==> src/rtl/arc_pkg.sv <==
// Shared types and constants for the ARC MIPS pipeline control blocks.
package arc_pkg;

   typedef enum logic [1:0] {MD_IDLE, MD_BUSY, MD_DONE} md_state_t;

   localparam logic [1:0] ALUOP_BNE   = 2'b11;
   localparam logic [1:0] ALUOP_RTYPE = 2'b10;
   localparam logic [4:0] REG_ZERO    = 5'd0;

endpackage

==> src/rtl/md_seq.sv <==
// Mul/div occupancy sequencer: tracks how long the HI/LO unit is busy and
// pulses done for the one cycle in which the result becomes valid.
module md_seq
   import arc_pkg::*;
#(
   parameter int MUL_CYCLES = 4,
   parameter int DIV_CYCLES = 32,
   parameter int CNT_W      = 6
) (
   input  logic clk,
   input  logic rst_n,
   input  logic go,
   input  logic div,
   output logic busy,
   output logic done
);

   localparam logic [CNT_W-1:0] MUL_LOAD = CNT_W'(MUL_CYCLES - 1);
   localparam logic [CNT_W-1:0] DIV_LOAD = CNT_W'(DIV_CYCLES - 1);
   localparam logic [CNT_W-1:0] CNT_ONE  = CNT_W'(1);

   md_state_t        state_reg;
   logic [CNT_W-1:0] cnt_reg;
   logic [CNT_W-1:0] load_val;

   assign load_val = div ? DIV_LOAD : MUL_LOAD;

   // DONE accepts a new go directly so back-to-back ops skip the IDLE cycle.
   always_ff @(posedge clk) begin
      if (!rst_n) begin
         state_reg <= MD_IDLE;
         cnt_reg   <= '0;
      end else begin
         case (state_reg)
            MD_IDLE: begin
               if (go) begin
                  state_reg <= MD_BUSY;
                  cnt_reg   <= load_val;
               end
            end
            MD_BUSY: begin
               cnt_reg <= cnt_reg - CNT_ONE;
               if (cnt_reg == CNT_ONE) begin
                  state_reg <= MD_DONE;
               end
            end
            MD_DONE: begin
               if (go) begin
                  state_reg <= MD_BUSY;
                  cnt_reg   <= load_val;
               end else begin
                  state_reg <= MD_IDLE;
               end
            end
            default: begin
               state_reg <= MD_IDLE;
               cnt_reg   <= '0;
            end
         endcase
      end
   end

   assign busy = (state_reg == MD_BUSY);
   assign done = (state_reg == MD_DONE);

endmodule

==> src/rtl/pipe_hazard_ctrl.sv <==
// Pipeline sequencer: load-use stalls, taken-branch flushes and mul/div
// issue/stall control for the 5-stage core.
module pipe_hazard_ctrl
   import arc_pkg::*;
#(
   parameter int MUL_CYCLES = 4,
   parameter int DIV_CYCLES = 32,
   parameter int CNT_W      = 6
) (
   input  logic       i_clk,
   input  logic       i_rst_n,
   input  logic [4:0] i_id_rs,
   input  logic [4:0] i_id_rt,
   input  logic       i_id_md_start,
   input  logic       i_id_md_div,
   input  logic       i_id_uses_hilo,
   input  logic       i_ex_memread,
   input  logic [4:0] i_ex_rt,
   input  logic       i_ex_branch,
   input  logic [1:0] i_ex_aluop,
   input  logic       i_ex_zero,
   output logic       o_pc_en,
   output logic       o_ifid_en,
   output logic       o_ifid_flush,
   output logic       o_idex_flush,
   output logic       o_md_go,
   output logic       o_md_busy,
   output logic       o_md_done
);

   logic taken;
   logic lduse;
   logic mdhaz;

   assign taken = i_ex_branch & (i_ex_zero ^ (i_ex_aluop == ALUOP_BNE));
   assign lduse = i_ex_memread & (i_ex_rt != REG_ZERO) &
                  ((i_ex_rt == i_id_rs) | (i_ex_rt == i_id_rt));
   assign mdhaz = o_md_busy & (i_id_uses_hilo | i_id_md_start);

   // While reset is asserted the pipeline free-runs with nothing issued.
   always_comb begin
      o_pc_en      = 1'b1;
      o_ifid_en    = 1'b1;
      o_ifid_flush = 1'b0;
      o_idex_flush = 1'b0;
      o_md_go      = 1'b0;
      if (i_rst_n) begin
         if (taken) begin
            o_ifid_flush = 1'b1;
            o_idex_flush = 1'b1;
         end else if (lduse || mdhaz) begin
            o_pc_en      = 1'b0;
            o_ifid_en    = 1'b0;
            o_idex_flush = 1'b1;
         end else begin
            o_md_go = i_id_md_start;
         end
      end
   end

   md_seq #(
      .MUL_CYCLES (MUL_CYCLES),
      .DIV_CYCLES (DIV_CYCLES),
      .CNT_W      (CNT_W)
   ) u_md_seq (
      .clk   (i_clk),
      .rst_n (i_rst_n),
      .go    (o_md_go),
      .div   (i_id_md_div),
      .busy  (o_md_busy),
      .done  (o_md_done)
   );

endmodule

==> config.mk <==
export PLATFORM = sky130hd
export DESIGN_NAME = pipe_hazard_ctrl
export DESIGN_NICKNAME = d
export VERILOG_FILES = /design/src/rtl/arc_pkg.sv /design/src/rtl/md_seq.sv /design/src/rtl/pipe_hazard_ctrl.sv
export SDC_FILE = /design/constraint.sdc
export NUM_CORES = 1
export LEC_CHECK = 0
export BUFFER_PORTS_ARGS = -buffer_cell sky130_fd_sc_hd__buf_4
export CAP_MARGIN = 20
export CORE_UTILIZATION = 40
export DETAILED_ROUTE_END_ITERATION = 6
export HOLD_SLACK_MARGIN = 0.1
export PLACE_DENSITY = 0.73
export SYNTH_ARGS = -nofsm -noshare
export SYNTH_HDL_FRONTEND = slang
export SYNTH_HIERARCHICAL = 1
export SYNTH_SLANG_ARGS = --single-unit
export TNS_END_PERCENT = 30
==> constraint.sdc <==
create_clock -name i_clk -period 1.7 [get_ports i_clk]
set_input_delay 0.17 -clock i_clk [delete_from_list [all_inputs] [get_ports i_clk]]
set_output_delay 0.17 -clock i_clk [all_outputs]
set_load 0.01 [all_outputs]
* After elaboration in Yosys (flattened, before gate mapping)
Index checks and enable logic that the tools add are counted.
** Cells by class
- Reductions and logical operators :: 5
- Bitwise operators :: 7
- Add/subtract/negate cells :: 1
- Eq/ne operators :: 9
- Muxes and demuxes :: 18
** Operator list (count)
- $mux W1 :: 12
- $pmux W6 S2 :: 1
- $eq A5 B5 Y1 :: 2
- $eq A6 B1 Y1 const B :: 1
- $mux W6 :: 1
- $pmux W2 S3 :: 1
- $sub A6 B1 Y6 const B :: 1
- $mux W5 :: 1
- $reduce_bool A5 Y1 :: 1
- $and A1 B1 Y1 :: 4
- $eq A2 B2 Y1 const B :: 2
- $mux W2 :: 2
- $ne A2 B1 Y1 const B :: 2
- $eq A2 B1 Y1 const B :: 1
- $logic_not A2 Y1 :: 1
- $ne A2 B2 Y1 const B :: 1
- $or A1 B1 Y1 :: 2
- $reduce_and A2 Y1 :: 1
- $reduce_or A2 Y1 :: 1
- $logic_or A1 B1 Y1 :: 1
- $xor A1 B1 Y1 :: 1
** Word-level totals
- Bits of input ports :: 25
- Bits in registers :: 8

* Longest topological paths before layout
Gate-level depths: netlist of the first run.
- Depth in word-level cells :: 9
- Mapped depth :: 10
- Gate-level depth less buffers :: 8

* Modules after synthesis
The synthesis of the first run kept the hierarchy.
** Modules (own cells, without submodules)
- md_seq :: area each 445.4 µm², cells each 53, times used 1
- pipe_hazard_ctrl :: area each 225.2 µm², cells each 30, times used 1

* Worst setup path after synthesis of the first run
OpenSTA, ideal clock, no wires.
- Path kind :: input to register
- From :: in i_ex_rt[1]
- To :: reg u_md_seq.cnt_reg[2]
- Arrival time :: 1.899 ns
- Setup time :: 0.119 ns
- Data required time :: 1.581 ns
- Cell stages on the path :: 6
- Path buffers :: 0
- Path slack :: -0.318 ns
- Cells stage by stage :: or4_1 -> o21a_1 -> a21oi_1 -> inv_1 -> o21a_1 -> o221a_1
** Between the ends
- Longest elaborated chain between the ends :: 8
- Elaborated cells between the ends (all ways) :: 11
- Classes of those cells :: 3 x eq/ne; 3 x mux; 3 x bitwise; 2 x reduce/logical
** Ends and longest elaborated chain
- start, declared :: line pipe_hazard_ctrl.sv:18 : input logic [4:0] i_ex_rt,
- $eq A5 B5 Y1 / $reduce_bool A5 Y1 (equally long branches) :: line pipe_hazard_ctrl.sv:37, pipe_hazard_ctrl.sv:36
- $or A1 B1 Y1 / $and A1 B1 Y1 (equally long branches) :: line pipe_hazard_ctrl.sv:37, pipe_hazard_ctrl.sv:36
- $and A1 B1 Y1 (*) :: line pipe_hazard_ctrl.sv:36 : assign lduse = i_ex_memread & (i_ex_rt != REG_ZERO) &
- $logic_or A1 B1 Y1 (*) :: line pipe_hazard_ctrl.sv:51 : end else if (lduse || mdhaz) begin
- $mux W1 (*) :: line pipe_hazard_ctrl.sv:51
- $mux W1 (*) :: line pipe_hazard_ctrl.sv:48 : if (taken) begin
- $mux W1 (*) :: line pipe_hazard_ctrl.sv:47 : if (i_rst_n) begin
- named net o_md_go :: line pipe_hazard_ctrl.sv:26 : output logic o_md_go,
- $ne A2 B1 Y1 (no source line) (*)
- end signal, assigned :: line md_seq.sv:38 : cnt_reg <= load_val;
- end signal, assigned :: line md_seq.sv:42 : cnt_reg <= cnt_reg - CNT_ONE;
- end signal, assigned :: line md_seq.sv:50 : cnt_reg <= load_val;
- end, declared :: line md_seq.sv:23 : logic [CNT_W-1:0] cnt_reg;
Mark *: on every way through the listed nets, which the timed path passes. The rest lies on a longest branch.
A chain may end at the register's enable or synchronous reset.

* Final worst setup path of the first run
- From :: in i_ex_rt[2]
- To :: out o_idex_flush
** Between the ends
- Longest elaborated chain between the ends :: 7
- Elaborated cells between the ends (all ways) :: 10
- Classes of those cells :: 2 x eq/ne; 3 x mux; 3 x bitwise; 2 x reduce/logical
** Ends and longest elaborated chain
- $eq A5 B5 Y1 / $reduce_bool A5 Y1 (equally long branches) :: line pipe_hazard_ctrl.sv:37, pipe_hazard_ctrl.sv:36
- $or A1 B1 Y1 / $and A1 B1 Y1 (equally long branches) :: line pipe_hazard_ctrl.sv:37, pipe_hazard_ctrl.sv:36
- $and A1 B1 Y1 (*) :: line pipe_hazard_ctrl.sv:36
- $logic_or A1 B1 Y1 (*) :: line pipe_hazard_ctrl.sv:51
- $mux W1 (*) :: line pipe_hazard_ctrl.sv:51
- $mux W1 (*) :: line pipe_hazard_ctrl.sv:48
- $mux W1 (*) :: line pipe_hazard_ctrl.sv:47
- end, declared :: line pipe_hazard_ctrl.sv:25 : output logic o_idex_flush,
Every way passes the cells marked *; elsewhere a longest branch is shown, timed or not.

==> load_flow_metrics.sql, run 1 <==
INSERT INTO impl_metrics (metric_group, metric, value, unit) VALUES
('run_status', 'outcome', 'finished clean', ''),
('synthesis', 'ys_warn_count', '6', ''),
('cells_and_area', 'largest_reg_flops', '6', ''),
('hold_path', 'min_path_cells', '3', ''),
('setup_path', 'cp_delay_by_family_top', 'simple AND/OR/NAND/NOR gates', ''),
('synthesis', 'syn_inst', '83', ''),
('cells_and_area', 'share_of_post_route_cells_with_drive_strength_above_1', '42.4', '%'),
('setup_path', 'crit_path_end_kind', 'output port', ''),
('cts', 'cts-buffers-inserted', '3', ''),
('setup_path', 'crit_path_max_fanout', '2', ''),
('power_and_ir_drop', 'cellLeakagePower', '0.472', 'nW'),
('cts', 'cts.repair_timing.setup_buffer_count', '0', ''),
('floorplanning', 'die_height', '42.9', 'um'),
('job', 'maxCapViolCount', '0', ''),
('cts', 'clockRootBuffer', 'sky130_fd_sc_hd__clkbuf_4', ''),
('timing', 'tightest_slew', '286', 'ps'),
('setup_path', 'data_required_critical_path', '1530', 'ps'),
('cts', 'cts_buffer_depth', '2', ''),
('drt', 'route.final.wire_length', '1850', 'um'),
('timing', 'period_needed', '1670', 'ps'),
('setup_path', 'crit_buf_inv', '3', ''),
('drt', 'dr_total_vias', '749', ''),
('timing', 'final.setup.tns', '0', 'ps'),
('setup_path', 'rr_startpoint', 'u_md_seq/state_reg[1]$_SDFFE_PN0P_', ''),
('cts', 'path_clk_slew', '60', 'ps'),
('floorplanning', 'io_pins', '32', ''),
('cells_and_area', 'syn_to_final_growth', '56.7', '%'),
('cts', 'cts_hold_repair.buffers', '0', ''),
('hold_path', 'timing.hold.worst.class', 'in -> reg', ''),
('setup_path', 'critical_path.startpoint_type', 'primary input', ''),
('drt', 'detail_route.wl_per_cell', '13.1', 'um'),
('cells_and_area', 'final.fill_count', '138', ''),
('global_routing', 'grt-ovfl-total', '0', ''),
('floorplanning', 'initial_core_util', '43.5', '%'),
('cts', 'htree_num_levels', '1', ''),
('cts', 'tritoncts_clock_tree', 'built', ''),
('drt', 'routed_via_density', '5.31', ''),
('floorplanning', 'die_width', '42.9', 'um'),
('cts', 'clk_latency', '260', 'ps'),
('timing', 'setup_violations', '0', ''),
('placed_design', 'hpwl', '1420', 'um'),
('synthesis', 'synth.distinct_cells', '29', ''),
('timing', 'fin_crit_sh', '98.2', '%'),
('setup_path', 'crit_arrival', '1500', 'ps'),
('timing', 'unrepaired_setup_endpoints_after_global_routing', 'no', ''),
('power_and_ir_drop', 'power.density_cell_area', '617', 'mW/mm2'),
('timing', 'timing.slew.headroom', '80.8', '%'),
('cells_and_area', 'layout.cells.non_filler', '141', ''),
('hold_path', 'holdCritStartpoint', 'i_rst_n', ''),
('placed_design', 'portBuffers', '31', ''),
('global_routing', 'grt_antenna_before_repair', '0', ''),
('power_and_ir_drop', 'vdd_ir_drop_max', '663', 'uV'),
('synthesis', 'synth.ff_latch_count', '8', ''),
('global_routing', 'grt_pass1_vias', '680', ''),
('global_routing', 'global_route_wire_length_before_repair', '2880', 'um'),
('cts', 'cts.sinks', '8', ''),
('synthesis', 'synthesis.area', '671', 'um2'),
('synthesis', 'post_synth.cell_area_avg', '8.08', 'um2'),
('synthesis', 'synth_nets', '110', ''),
('setup_path', 'critical-path-top-cell-by-count', 'sky130_fd_sc_hd__buf_6', ''),
('timing', 'timing.fmax', '599', 'MHz'),
('drt', 'detail_route.iter0.violations', '21', ''),
('setup_path', 'critical-path-max-stage-delay', '530', 'ps'),
('cells_and_area', 'antenna_cells_inserted', '0', ''),
('setup_path', 'slowest_stage_cell_crit_path', 'sky130_fd_sc_hd__or4_4', ''),
('timing', 'finalHoldViolCount', '0', ''),
('placed_design', 'routabilityCongestion', '0.788', ''),
('global_routing', 'grt_start_max_net_pins', '15', ''),
('setup_path', 'rr_endpoint', 'u_md_seq/cnt_reg[2]$_SDFFE_PN0P_', ''),
('setup_path', 'path_class', 'in -> out', ''),
('hold_path', 'hold_path_endpoint', 'u_md_seq/cnt_reg[3]$_SDFFE_PN0P_', '');
[cell usage after synthesis (all sizes together)]
| library cell | instances | share of area (%) |
|---|---|---|
| and3b | 3 | 3.9 |
| buf | 3 | 4.5 |
| a21oi | 8 | 6.0 |
| a31o | 1 | 1.3 |
| o221a | 1 | 1.7 |
| a31oi | 1 | 0.93 |
| nor2b | 2 | 1.9 |
| nand4bb | 1 | 1.7 |
| nor2 | 5 | 2.8 |
| dfxtp | 8 | 24 |
| o311a | 1 | 1.5 |
| nand3 | 3 | 2.2 |
| o21ai | 4 | 3.0 |
| xnor2 | 10 | 13 |
| and3 | 1 | 1.1 |
| a21boi | 2 | 2.2 |
| ha | 2 | 3.7 |
| and2 | 3 | 2.8 |
| nor3b | 1 | 1.1 |
| inv | 7 | 3.9 |
| nor3 | 2 | 2.2 |
| o21a | 5 | 5.6 |
| nand2 | 2 | 1.1 |
| or4 | 1 | 1.1 |
| nand2b | 1 | 2.1 |
| o22ai | 5 | 4.7 |
[stage by stage]
| stage | utilization (%) | setup WS (ps) | instance area [um2] | power, mW | hold slack (ps) |
|---|---|---|---|---|---|
| after global placement | 64.0 | -74.1 | 987 | 0.481 | 466 |
| after floorplan | - | -69.6 | 682 | 0.379 | 292 |
| after detailed placement | 64.0 | -145 | 987 | 0.489 | 474 |
| final | 68.2 | 30.7 | 1050 | 0.649 | 245 |
| after global routing | 68.2 | 0.614 | 1050 | 0.694 | 246 |
| after CTS | 65.9 | -4.98 | 1020 | 0.642 | 230 |
[worst min-delay path, stage by stage]
cell and delay, ps:
sky130_fd_sc_hd__buf_4 160, sky130_fd_sc_hd__o21ai_0 80, sky130_fd_sc_hd__a21oi_1 40
[repair_timing]
action,in CTS,in global routing
pin swaps,0,2
gates cloned,0,0
gates resized for setup,1,5
setup endpoints to repair,3,8
[per-layer routing]
layer  routed length [um]  GRT usage, %  part of all wire, %
met5                    0             0                    0
met4                   26          7.27                  1.4
met3                   90          7.23                  4.9
met2                  970          36.4                   52
met1                  764          23.4                   41
[worst max path at each step]
stage	slack [ps]	endpoint	cells after the start	start
CTS	-5	o_idex_flush	6	i_ex_rt[1]
global placement	-70	u_md_seq/cnt_reg[2]$_SDFFE_PN0P_	7	i_ex_rt[1]
detailed placement	-140	u_md_seq/cnt_reg[2]$_SDFFE_PN0P_	7	i_ex_rt[1]
global route	0.6	o_idex_flush	6	i_ex_rt[2]
floorplan	-70	u_md_seq/cnt_reg[2]$_SDFFE_PN0P_	6	i_ex_rt[1]
finish	30	o_idex_flush	6	i_ex_rt[2]
[kinds of logic (layout without fill, tap and decap cells)]
| group | count (synthesis) | in the layout | synth area share [%] |
|---|---|---|---|
| xor gates and xnor gates | 10 | 10 | 13.1 |
| DFF | 8 | 8 | 23.9 |
| AOI/OAI and AO/OA | 28 | 28 | 26.9 |
| buffers and inverters | 10 | 52 | 8.40 |
| adders and majority gates | 2 | 2 | 3.73 |
| and+or+nand+nor | 25 | 25 | 24.1 |
[power by group]
| part | internal (mW) | total, mW | leakage, nW | switching [mW] |
|---|---|---|---|---|
| logic | 0.153 | 0.271 | 0.393 | 0.118 |
| clock network | 0.0810 | 0.149 | 0.0138 | 0.0680 |
| registers | 0.207 | 0.229 | 0.0656 | 0.0220 |
[layout make-up]
type / instances / area [um2] / area share, %
clock buffers: 3 / 22.5 / 2.14
inverters: 7 / 26.3 / 2.50
multi-input cells: 65 / 499 / 47.5
flip-flops and latches: 8 / 160 / 15.2
well taps: 16 / 20.0 / 1.90
repair buffers: 42 / 323 / 30.7
[placed cells by master (no fill, tap or decap), types with 2 or more instances in the layout]
master and instances:
sky130_fd_sc_hd__buf_4 40, sky130_fd_sc_hd__xnor2_1 10, sky130_fd_sc_hd__dfxtp_1 8, sky130_fd_sc_hd__inv_1 7, sky130_fd_sc_hd__a21oi_1 7, sky130_fd_sc_hd__o22ai_1 5, sky130_fd_sc_hd__nor2_1 5, sky130_fd_sc_hd__o21a_1 4
sky130_fd_sc_hd__o21ai_0 4, sky130_fd_sc_hd__nand3_1 3, sky130_fd_sc_hd__and3b_1 3, sky130_fd_sc_hd__and2_1 3, sky130_fd_sc_hd__clkbuf_4 3, sky130_fd_sc_hd__nand2_1 2, sky130_fd_sc_hd__nor2b_1 2, sky130_fd_sc_hd__buf_6 2
sky130_fd_sc_hd__ha_1 2
(Power assumes the default switching activity.)
==> run 2, diff against run 1 <==
--- a/config.mk
+++ b/config.mk
@@ -6,7 +6,6 @@
 export NUM_CORES = 1
 export LEC_CHECK = 0
 export BUFFER_PORTS_ARGS = -buffer_cell sky130_fd_sc_hd__buf_4
-export CAP_MARGIN = 20
 export CORE_UTILIZATION = 40
 export DETAILED_ROUTE_END_ITERATION = 6
 export HOLD_SLACK_MARGIN = 0.1
==> constraint.sdc (replaced) <==
create_clock -name i_clk -period 1.7 [get_ports i_clk]
set_input_delay 0.34 -clock i_clk [delete_from_list [all_inputs] [get_ports i_clk]]
set_output_delay 0.34 -clock i_clk [all_outputs]
set_load 0.01 [all_outputs]
==> run 2 against run 1 <==
The flow now finishes with violations (negative setup slack). Critical path depth stayed put. Combinational power is 7% higher. Setup slack worse by 200 ps. Sequential share of layout area is 0.71 points lower. Worst hold slack better by 160 ps.
==> load_flow_metrics.sql, run 2 (same netlist as run 1, synthesis figures left out) <==
INSERT INTO impl_metrics (metric_group, metric, value, unit) VALUES
('cts', 'cts_buffer_depth', '2', ''),
('setup_path', 'critical-path-max-stage-delay', '520', 'ps'),
('cells_and_area', 'syn_to_final_growth', '64.4', '%'),
('cts', 'clockRootBuffer', 'sky130_fd_sc_hd__clkbuf_4', ''),
('cells_and_area', 'largest_reg_flops', '6', ''),
('timing', 'tightest_slew', '260', 'ps'),
('cts', 'clk_latency', '260', 'ps'),
('global_routing', 'globalRouteTotalUtil', '22.1', '%'),
('power_and_ir_drop', 'power_switching', '0.213', 'mW'),
('setup_path', 'r2r.worst_path.cells', '7', ''),
('power_and_ir_drop', 'cellLeakagePower', '0.512', 'nW'),
('cells_and_area', 'share_of_post_route_cells_with_drive_strength_above_1', '48.0', '%'),
('floorplanning', 'design.core.area', '0.00154', 'mm2'),
('power_and_ir_drop', 'power.density_cell_area', '603', 'mW/mm2'),
('floorplanning', 'initial_core_util', '43.5', '%'),
('cts', 'cts-buffers-inserted', '3', ''),
('drt', 'dr.pass1.iters', '4', ''),
('global_routing', 'grt-ovfl-total', '0', ''),
('placed_design', 'portBuffers', '31', ''),
('timing', 'timing.slew.headroom', '82.5', '%'),
('setup_path', 'data_required_critical_path', '1360', 'ps'),
('run_status', 'outcome', 'finished with violations', ''),
('cells_and_area', 'regArea', '160', 'um2'),
('hold_path', 'timing.hold.worst.class', 'in -> reg', ''),
('power_and_ir_drop', 'share_seq_of_total_power', '34.6', '%'),
('drt', 'dr_total_vias', '769', ''),
('setup_path', 'path_cells', 'buf_6, or4_4, o21a_4, a21oi_4, buf_6, buf_6', ''),
('timing', 'finalHoldWorstSlack', '401', 'ps'),
('setup_path', 'crit_path_max_fanout', '3', ''),
('floorplanning', 'floorplan.rows', '14', ''),
('timing', 'setup_violations', '7', ''),
('job', 'maxCapViolCount', '0', ''),
('cts', 'path_clk_slew', '50', 'ps'),
('floorplanning', 'die_height', '42.9', 'um'),
('cts', 'htree_num_levels', '1', ''),
('global_routing', 'grt_start_max_net_pins', '15', ''),
('timing', 'final.setup.tns', '-741', 'ps'),
('timing', 'timing_max_transition_violations_final', '0', ''),
('timing', 'unrepaired_setup_endpoints_after_global_routing', 'yes', ''),
('global_routing', 'grt_pass1_vias', '765', ''),
('drt', 'detail_route.wl_per_cell', '13.7', 'um'),
('timing', 'fin_crit_sh', '110', '%'),
('power_and_ir_drop', 'vdd_ir_drop_max', '617', 'uV'),
('drt', 'detail_route.iter0.violations', '15', ''),
('timing', 'finalHoldViolCount', '0', ''),
('placed_design', 'routabilityCongestion', '0.743', ''),
('cells_and_area', 'antenna_cells_inserted', '0', ''),
('cts', 'cts.sinks', '8', ''),
('cts', 'tritoncts_clock_tree', 'built', ''),
('run_status', 'failed_checks', 'negative setup slack', ''),
('cells_and_area', 'layout_common_cells', 'sky130_fd_sc_hd__buf_4 (39), sky130_fd_sc_hd__dfxtp_1 (8), sky130_fd_sc_hd__inv_1 (7), sky130_fd_sc_hd__a21oi_1 (7)', ''),
('cells_and_area', 'finalNetCount', '156', ''),
('cells_and_area', 'layout_commonest_cell', 'sky130_fd_sc_hd__buf_4', ''),
('power_and_ir_drop', 'clockPowerShare', '21.8', '%'),
('placed_design', 'place_worst_setup_slack', '-310', 'ps'),
('floorplanning', 'die_width', '42.9', 'um'),
('cells_and_area', 'final.fill_count', '129', ''),
('cells_and_area', 'multi_input_area', '524', 'um2'),
('setup_path', 'crit_path_end_kind', 'output port', ''),
('setup_path', 'crit_arrival', '1530', 'ps'),
('hold_path', 'min_path_cells', '2', ''),
('global_routing', 'grt_antenna_before_repair', '0', ''),
('setup_path', 'slowest_stage_cell_crit_path', 'sky130_fd_sc_hd__or4_4', ''),
('drt', 'routed_via_density', '5.38', ''),
('timing', 'period_needed', '1870', 'ps'),
('timing', 'final_ws_setup', '-171', 'ps'),
('cts', 'cts_hold_repair.buffers', '0', ''),
('power_and_ir_drop', 'intPower', '0.452', 'mW'),
('drt', 'drt_drc_violations_left', '0', ''),
('global_routing', 'global_route_wire_length_before_repair', '3050', 'um'),
('timing', 'fin_skew', '4.16', 'ps'),
('floorplanning', 'io_pins', '32', ''),
('setup_path', 'critical-path-top-cell-by-count', 'sky130_fd_sc_hd__buf_6', ''),
('drt', 'antenna_violating_nets_post_route', '0', ''),
('floorplanning', 'die_area', '0.00184', 'mm2'),
('timing', 'timing.fmax', '534', 'MHz'),
('drt', 'route.final.wire_length', '1960', 'um'),
('setup_path', 'critical_path.startpoint_type', 'primary input', ''),
('power_and_ir_drop', 'combPwrFrac', '43.6', '%'),
('placed_design', 'hpwl', '1350', 'um'),
('power_and_ir_drop', 'power.share.switching', '32.1', '%'),
('setup_path', 'path_class', 'in -> out', '');
run 2: cell types whose count changed in the layout (fill, tap and decap cells not counted), moves of 2 or more:
cell | previous run | this run
sky130_fd_sc_hd__buf_6 | 2 | 5
sky130_fd_sc_hd__o21ai_0 | 4 | 2
sky130_fd_sc_hd__o21ai_1 | 0 | 2
sky130_fd_sc_hd__xnor2_1 | 10 | 5
sky130_fd_sc_hd__xnor2_2 | 0 | 5
run 2: repair_timing:
action	CTS	global route
gates resized for setup	7	11
pin swaps	5	10
endpoints found under the setup margin	7	10
setup buffers	1	0
run 2: area by class of cell:
type,count,area share [%]
well taps,16,1.82
multi-input cells,65,47.6
clock buffers,3,2.04
inverters,7,2.38
repair buffers,44,31.7
flip-flops and latches,8,14.5
run 2: worst max-delay path: cells and delay by family:
| kind | cells | cell delay [ps] |
|---|---|---|
| simple gates | 1 | 520 |
| compound gates | 2 | 370 |
| buf+inv | 3 | 300 |
run 2: path summary, 6_finish.rpt:
check | startpoint | slack, ps | end
max | i_ex_rt[4] | -170 | o_md_go
min | i_rst_n | 400 | u_md_seq/cnt_reg[0]$_SDFFE_PN0P_
max reg2reg | u_md_seq/state_reg[1]$_SDFFE_PN0P_ | 110 | u_md_seq/cnt_reg[2]$_SDFFE_PN0P_
min reg2reg | u_md_seq/cnt_reg[5]$_SDFFE_PN0P_ | 490 | u_md_seq/cnt_reg[5]$_SDFFE_PN0P_
run 2: per-stage QoR:
step,instance area (um2),total power [mW],std cells,util [%]
3_3_place_gp,995,0.482,139,64.5
2_1_floorplan,682,0.379,83,-
5_1_grt,1100,0.716,143,71.5
6_report,1100,0.665,143,71.5
4_1_cts,1050,0.648,143,67.9
3_5_place_dp,995,0.489,139,64.5
run 2: per-layer routing:
layer | routed length [um] | track usage [%] | vias to the layer above
li1 | - | - | 385
met1 | 758 | 24.0 | 358
met2 | 1060 | 39.4 | 20
met3 | 103 | 7.23 | 6
met4 | 36 | 8.48 | 0
met5 | 0 | 0 | -
run 2: power by group through the flow:
stage / logic [mW] / clock network (mW) / registers, mW
finish: 0.290 / 0.145 / 0.230
detailed placement: 0.256 / 0 / 0.233
floorplan: 0.152 / 0 / 0.227
CTS: 0.268 / 0.150 / 0.229
global placement: 0.250 / 0 / 0.232
global route: 0.318 / 0.165 / 0.233
